===== config.mk =====
export PLATFORM = sky130hd
export DESIGN_NAME = connector_stream_mux
export DESIGN_NICKNAME = d
export VERILOG_FILES = /design/src/rtl/connector_pkg.sv /design/src/rtl/connector_chan_fifo.sv /design/src/rtl/connector_stream_mux.sv
export SDC_FILE = /design/constraint.sdc
export NUM_CORES = 1
export LEC_CHECK = 0
export ABC_AREA = 0
export BUFFER_PORTS_ARGS = -buffer_cell sky130_fd_sc_hd__buf_2
export CORE_UTILIZATION = 60
export DETAILED_ROUTE_END_ITERATION = 7
export GPL_ROUTABILITY_DRIVEN = 0
export GPL_TIMING_DRIVEN = 1
export HOLD_SLACK_MARGIN = 0.02
export PLACE_DENSITY = 0.82
export SETUP_SLACK_MARGIN = 0.5
export SLEW_MARGIN = 15
export SYNTH_ARGS = -nofsm -noshare
export SYNTH_HDL_FRONTEND = slang
export SYNTH_HIERARCHICAL = 1
export SYNTH_SLANG_ARGS = --single-unit

===== constraint.sdc =====
create_clock -name clk -period 8.3 [get_ports clk]
set_clock_uncertainty 0.2 [all_clocks]
set_input_delay 0.415 -clock clk [delete_from_list [all_inputs] [get_ports clk]]
set_output_delay 0.415 -clock clk [all_outputs]
set_load 0.02 [all_outputs]

===== src/rtl/connector_pkg.sv =====
// connector_pkg: width helpers and round-robin search shared by the stream mux.
package connector_pkg;
  function automatic int chw(input int n);
    return (n > 1) ? $clog2(n) : 1;
  endfunction
  function automatic int lvw(input int d);
    return $clog2(d) + 1;
  endfunction
  // Scanning from the far end down lets the nearest requester after ptr win.
  function automatic logic [3:0] rr_next(input logic [15:0] req, input logic [3:0] ptr, input int nch);
    logic [3:0] g;
    int idx;
    g = ptr;
    for (int k = 16; k >= 1; k--) begin
      idx = (int'(ptr) + k) % nch;
      if (k <= nch && req[idx[3:0]]) g = idx[3:0];
    end
    return g;
  endfunction
endpackage


===== src/rtl/connector_chan_fifo.sv =====
// connector_chan_fifo: per-channel FIFO with wrap-bit pointers and occupancy.
module connector_chan_fifo #(
  parameter int DATA_W = 8,
  parameter int DEPTH = 4,
  localparam int LVW = $clog2(DEPTH) + 1
) (
  input  logic              clk,
  input  logic              reset,
  input  logic              push,
  input  logic              pop,
  input  logic [DATA_W-1:0] din,
  output logic [DATA_W-1:0] dout,
  output logic              empty,
  output logic              full,
  output logic [LVW-1:0]    level
);
  logic [DATA_W-1:0] mem_q [DEPTH];
  logic [LVW-1:0] wr_q, wr_d, rd_q, rd_d;
  logic wr_en, rd_en;
  assign empty = wr_q == rd_q;
  assign full = (wr_q[LVW-2:0] == rd_q[LVW-2:0]) && (wr_q[LVW-1] != rd_q[LVW-1]);
  assign level = wr_q - rd_q;
  assign dout = mem_q[rd_q[LVW-2:0]];
  // A pop on the same edge frees a slot, so a full FIFO may still accept.
  assign wr_en = push && (!full || pop);
  assign rd_en = pop && !empty;
  always_comb begin
    wr_d = wr_en ? wr_q + LVW'(1) : wr_q;
    rd_d = rd_en ? rd_q + LVW'(1) : rd_q;
  end
  always_ff @(posedge clk or posedge reset)
    if (reset) begin
      wr_q <= '0;
      rd_q <= '0;
    end else begin
      wr_q <= wr_d;
      rd_q <= rd_d;
    end
  always_ff @(posedge clk)
    if (wr_en) mem_q[wr_q[LVW-2:0]] <= din;
endmodule


===== src/rtl/connector_stream_mux.sv =====
// connector_stream_mux: NCH buffered write channels merged round-robin onto one
// valid/ready stream tagged with the source channel.
module connector_stream_mux
  import connector_pkg::*;
#(
  parameter int NCH = 3,
  parameter int DATA_W = 8,
  parameter int DEPTH = 4,
  localparam int CHW = chw(NCH),
  localparam int LVW = lvw(DEPTH)
) (
  input  logic                clk,
  input  logic                reset,
  input  logic [NCH-1:0]      wen,
  input  logic [NCH*DATA_W-1:0] data,
  input  logic                freeze,
  input  logic                clear_ovf,
  output logic                out_valid,
  input  logic                out_ready,
  output logic [DATA_W-1:0]   out_data,
  output logic [CHW-1:0]      out_chan,
  output logic [NCH-1:0]      overflow,
  output logic [NCH*LVW-1:0]  level
);
  logic [DATA_W-1:0] dout [NCH];
  logic [NCH-1:0] empty, full, pop;
  logic [CHW-1:0] ptr_q, ptr_d, chan_q, chan_d, grant;
  logic [DATA_W-1:0] data_q, data_d;
  logic valid_q, valid_d, load_en, load;
  logic [NCH-1:0] ovf_q, ovf_d;
  for (genvar i = 0; i < NCH; i++) begin : g_ch
    connector_chan_fifo #(.DATA_W(DATA_W), .DEPTH(DEPTH)) u_fifo (
      .clk(clk), .reset(reset), .push(wen[i]), .pop(pop[i]),
      .din(data[i*DATA_W +: DATA_W]), .dout(dout[i]),
      .empty(empty[i]), .full(full[i]), .level(level[i*LVW +: LVW])
    );
    assign pop[i] = load && (grant == CHW'(i));
  end
  assign load_en = !freeze && (!valid_q || out_ready);
  assign load = load_en && !(&empty);
  assign grant = CHW'(rr_next(16'(~empty), 4'(ptr_q), NCH));
  // An idle register or a completed transfer under freeze drops valid.
  always_comb begin
    valid_d = load ? 1'b1 : (out_ready ? 1'b0 : valid_q);
    data_d = load ? dout[grant] : data_q;
    chan_d = load ? grant : chan_q;
    ptr_d = load ? grant : ptr_q;
    ovf_d = (clear_ovf ? '0 : ovf_q) | (wen & full & ~pop);
  end
  always_ff @(posedge clk or posedge reset)
    if (reset) begin
      valid_q <= 1'b0;
      data_q <= '0;
      chan_q <= '0;
      ptr_q <= CHW'(NCH - 1);
      ovf_q <= '0;
    end else begin
      valid_q <= valid_d;
      data_q <= data_d;
      chan_q <= chan_d;
      ptr_q <= ptr_d;
      ovf_q <= ovf_d;
    end
  assign out_valid = valid_q;
  assign out_data = data_q;
  assign out_chan = chan_q;
  assign overflow = ovf_q;
endmodule


==> summary.txt <==
Power and ir drop
  – Lkg Pwr: 2.878 nW
  – Switch share: 0.3831
  – Sw power: 1.169 mW
  – Gate power share: 0.429
  – Register share of total power: 0.348
  – Worst vdd ir: 0.3109 mV
  – Pwr dens: 420.1 mW/mm²
  – Clk pwr share: 0.223
  – Internal power: 1.882 mW
  – Overall power: 3.051 mW

Global route
  – GRT Residual Overflow: 0
  – Vias in the first global route: 3609
  – Largest net degree at the start of global routing: 17
  – Global-route wire length before repair: 19220 µm
  – GRT Overall Usage: 0.2631
  – Initial antenna violation count: 0

Critical path
  – CP max FO: 11
  – Crit path required time: 8.31 ns
  – Crit path kind: reg -> reg
  – Critical Path Sink: g_ch[0].u_fifo/mem_q[1][0]
  – FF-to-FF Start: g_ch[0].u_fifo/rd_q[1]
  – Setup crit end kind: flip-flop
  – Worst-case reg-to-reg path depth: 12
  – Startpoint type of the worst setup path: flip-flop
  – Reg2Reg Setup Slack: 3.63 ns
  – Critical Path AT: 4.67 ns
  – CP startpoint: g_ch[0].u_fifo/rd_q[1]
  – Critical R2R Capture: g_ch[0].u_fifo/mem_q[1][0]

Synthesis
  – Post-synthesis cell area: 0.006047 mm²
  – Netlist cell types: 44
  – Synthesis Warnings: 6
  – Syn nets: 450
  – Number of synthesized register bits: 129
  – Seq/Total Area, Yosys: 0.6135
  – Synthesized area per cell: 15.71 µm²
  – Syn Inst Count: 385

Place
  – DP HPWL: 8212 µm
  – Dpl cells: 561
  – Port Buffers: 54
  – Area after DPL: 0.006421 mm²

Drt
  – Drt drc: 0
  – Router iterations before antenna repair: 5
  – Post-DRT Antenna Nets: 0
  – Starting DRT DRC Count: 242
  – Final WL: 12480 µm
  – Wire per inst: 20.06 µm
  – Via/cell ratio: 5.632
  – Via count: 3503

Timing
  – Setup_tns: 0 ns
  – Slew Viols, Final: 0
  – Max Clock Freq: 214.4 MHz
  – Max-slew headroom: 0.5628
  – Hold slack: 0.05239 ns
  – Min Clock Period, post-route: 4.665 ns
  – RSZ-0062 raised after global routing: no
  – Final period util: 0.5621
  – Final setup fails: 0
  – Final Hold Fails: 0
  – Slew of the pin with the lowest slew margin: 0.6490 ns

Floorplan
  – Die X: 102.4 µm
  – Die outline height: 102.4 µm
  – Ports: 55
  – Die area: 0.01048 mm²
  – Initial Utilization: 0.6187
  – Cell Rows: 36
  – Core Area: 0.009774 mm²

Run
  – Max-cap check violation count: 0

Finish
  – Ant. Diodes: 0
  – Fin nets: 541
  – Register Area: 0.003710 mm²
  – Layout cells sized above 1: 0.2986
  – Filler instances: 584
  – Layout Cells excl Fill: 622
  – Layout area overhead: 20.11%
  – Area of the multi-input gates: 0.002155 mm²
  – Final non-filler cell area: 0.007263 mm²

Clock network
  – Clk root buf: clkbuf_8
  – Worst-Skew Late Latency: 0.52 ns
  – Clock sinks: 129
  – Clock buffer depth: 2
  – Post-CTS Resized: 0
  – CTS tree: done
  – Worst-path clk slew: 0.06 ns
  – CTS Buf Count: 17
  – H-tree levels: 4

Status
  – Status: finished, final reports clean

Hold path
  – Hold Crit Class: in -> reg
## layout make-up
type                    count  area share
flip-flops and latches    129      0.5108
clock inverters            13     0.01516
inverters                  30     0.01550
well taps                 133     0.02291
multi-input cells         214      0.2966
clock buffers              19     0.06081
repair buffers             84     0.07821
## state kept, by name (all words and copies together) (netlist names)
signal,cells
g_ch.u_fifo/mem_q,96
g_ch.u_fifo/rd_q,9
g_ch.u_fifo/wr_q,9
out_data,8
overflow,3
out_chan,2
out_valid,1
ptr_q,1
## routing by layer
metal,GRT usage,wire [µm],up-vias
li1,-,-,1610
met3,0.05198,451,20
met1,0.3475,5433,1755
met2,0.4347,6355,118
met5,0,0,-
met4,0.1033,238,0
## synth_stat cells
master / number / share of area
o21a_2: 3 / 0.0043
edfxtp_1: 96 / 0.48
mux2_4: 7 / 0.017
nand3b_1: 3 / 0.0037
o311ai_4: 1 / 0.0043
a21oi_1: 1 / 0.00083
o21ai_0: 11 / 0.0091
or4b_1: 1 / 0.0017
dfstp_2: 1 / 0.0043
xnor2_1: 12 / 0.017
o2bb2ai_1: 2 / 0.0029
nand2_1: 28 / 0.017
o21ai_2: 3 / 0.0043
o22ai_4: 1 / 0.0033
nand2_2: 1 / 0.0010
a211oi_1: 1 / 0.0012
ha_1: 30 / 0.062
and2_2: 12 / 0.015
fa_1: 3 / 0.0099
buf_4: 1 / 0.0012
nand2b_1: 4 / 0.0041
dfrtp_1: 32 / 0.13
nor4b_1: 1 / 0.0014
buf_2: 5 / 0.0041
a32o_1: 1 / 0.0017
a311oi_1: 1 / 0.0014
mux4_2: 24 / 0.089
o21a_1: 3 / 0.0037
o2111a_2: 1 / 0.0021
nor2b_1: 5 / 0.0052
a221oi_1: 1 / 0.0014
o211ai_1: 8 / 0.0099
clkbuf_1: 4 / 0.0025
nand3_1: 8 / 0.0066
mux2_2: 5 / 0.0093
a311o_1: 1 / 0.0017
a21boi_1: 1 / 0.0012
buf_6: 2 / 0.0037
inv_1: 30 / 0.019
xor2_1: 3 / 0.0043
mux2i_1: 17 / 0.028
or2_2: 1 / 0.0010
a221o_1: 2 / 0.0033
nor2_1: 7 / 0.0043
## what timing repair did
action,4_1_cts,5_1_grt
buffers inserted,0,0
hold buffers,29,0
endpoints found under the hold margin,134,0
## per-stage QoR
| stage | util | setup WS [ns] |
|---|---|---|
| 4_1_cts | 0.7431 | 3.768 |
| 3_3_place_gp | 0.6569 | 4.006 |
| 3_5_place_dp | 0.6569 | 3.927 |
| 6_report | 0.7431 | 3.635 |
| 5_1_grt | 0.7431 | 3.425 |
| 2_1_floorplan | - | 4.383 |
## power by group through the flow
stage	registers (mW)	logic (mW)	clock network [mW]
6_report	1.06	1.31	0.681
5_1_grt	1.09	1.42	0.719
4_1_cts	1.06	1.31	0.687
3_5_place_dp	1.07	1.26	0
3_3_place_gp	1.06	1.24	0
2_1_floorplan	1.01	1.03	0
## worst max-delay path: stages (launching register included)
cell and delay (ns):
dfrtp_1 0.64, inv_1 0.16, ha_1 0.33, nand2_1 0.13
nor2_1 0.41, mux2i_1 0.17, mux2_4 0.31, nor4b_1 0.44
a221o_1 0.46, nor2b_1 0.37, nand3b_1 0.22, o21a_2 0.21
and2_2 0.30
## how the worst min path moves through the flow
| stage | start | cells past startpoint | slack [ns] | end |
|---|---|---|---|---|
| after floorplan | reset | 1 | 0.006 | g_ch[0].u_fifo/rd_q[0] |
| final | clear_ovf | 3 | 0.05 | overflow[1] |
| after CTS | clear_ovf | 3 | 0.04 | overflow[1] |
| after global routing | clear_ovf | 3 | 0.03 | overflow[1] |
| after detailed placement | reset | 2 | 0.23 | g_ch[2].u_fifo/wr_q[1] |
| after global placement | reset | 2 | 0.22 | g_ch[2].u_fifo/wr_q[1] |
## cell families after synthesis
kind of cell             after synthesis  synth area share
flip-flops                           129            0.6135
AND/OR/NAND/NOR                       71           0.06145
multiplexers                          53            0.1442
AO/OA/AOI/OAI                         42           0.05690
buffers and inverters                 42           0.03021
adder cells (fa/ha/maj)               33           0.07201
XOR/XNOR                              15           0.02173
## layout by cell type (no fill, tap or decap), types with 11 or more instances in the layout
| cell type | count |
|---|---|
| mux2i_1 | 17 |
| mux4_2 | 24 |
| inv_1 | 30 |
| and2_2 | 12 |
| xnor2_1 | 12 |
| buf_2 | 54 |
| dlygate4sd3_1 | 29 |
| nand2_1 | 28 |
| ha_1 | 30 |
| o21ai_0 | 11 |
| dfrtp_1 | 32 |
| clkbuf_16 | 16 |
| edfxtp_1 | 96 |
Note: power is estimated with default switching activity, not from simulation.
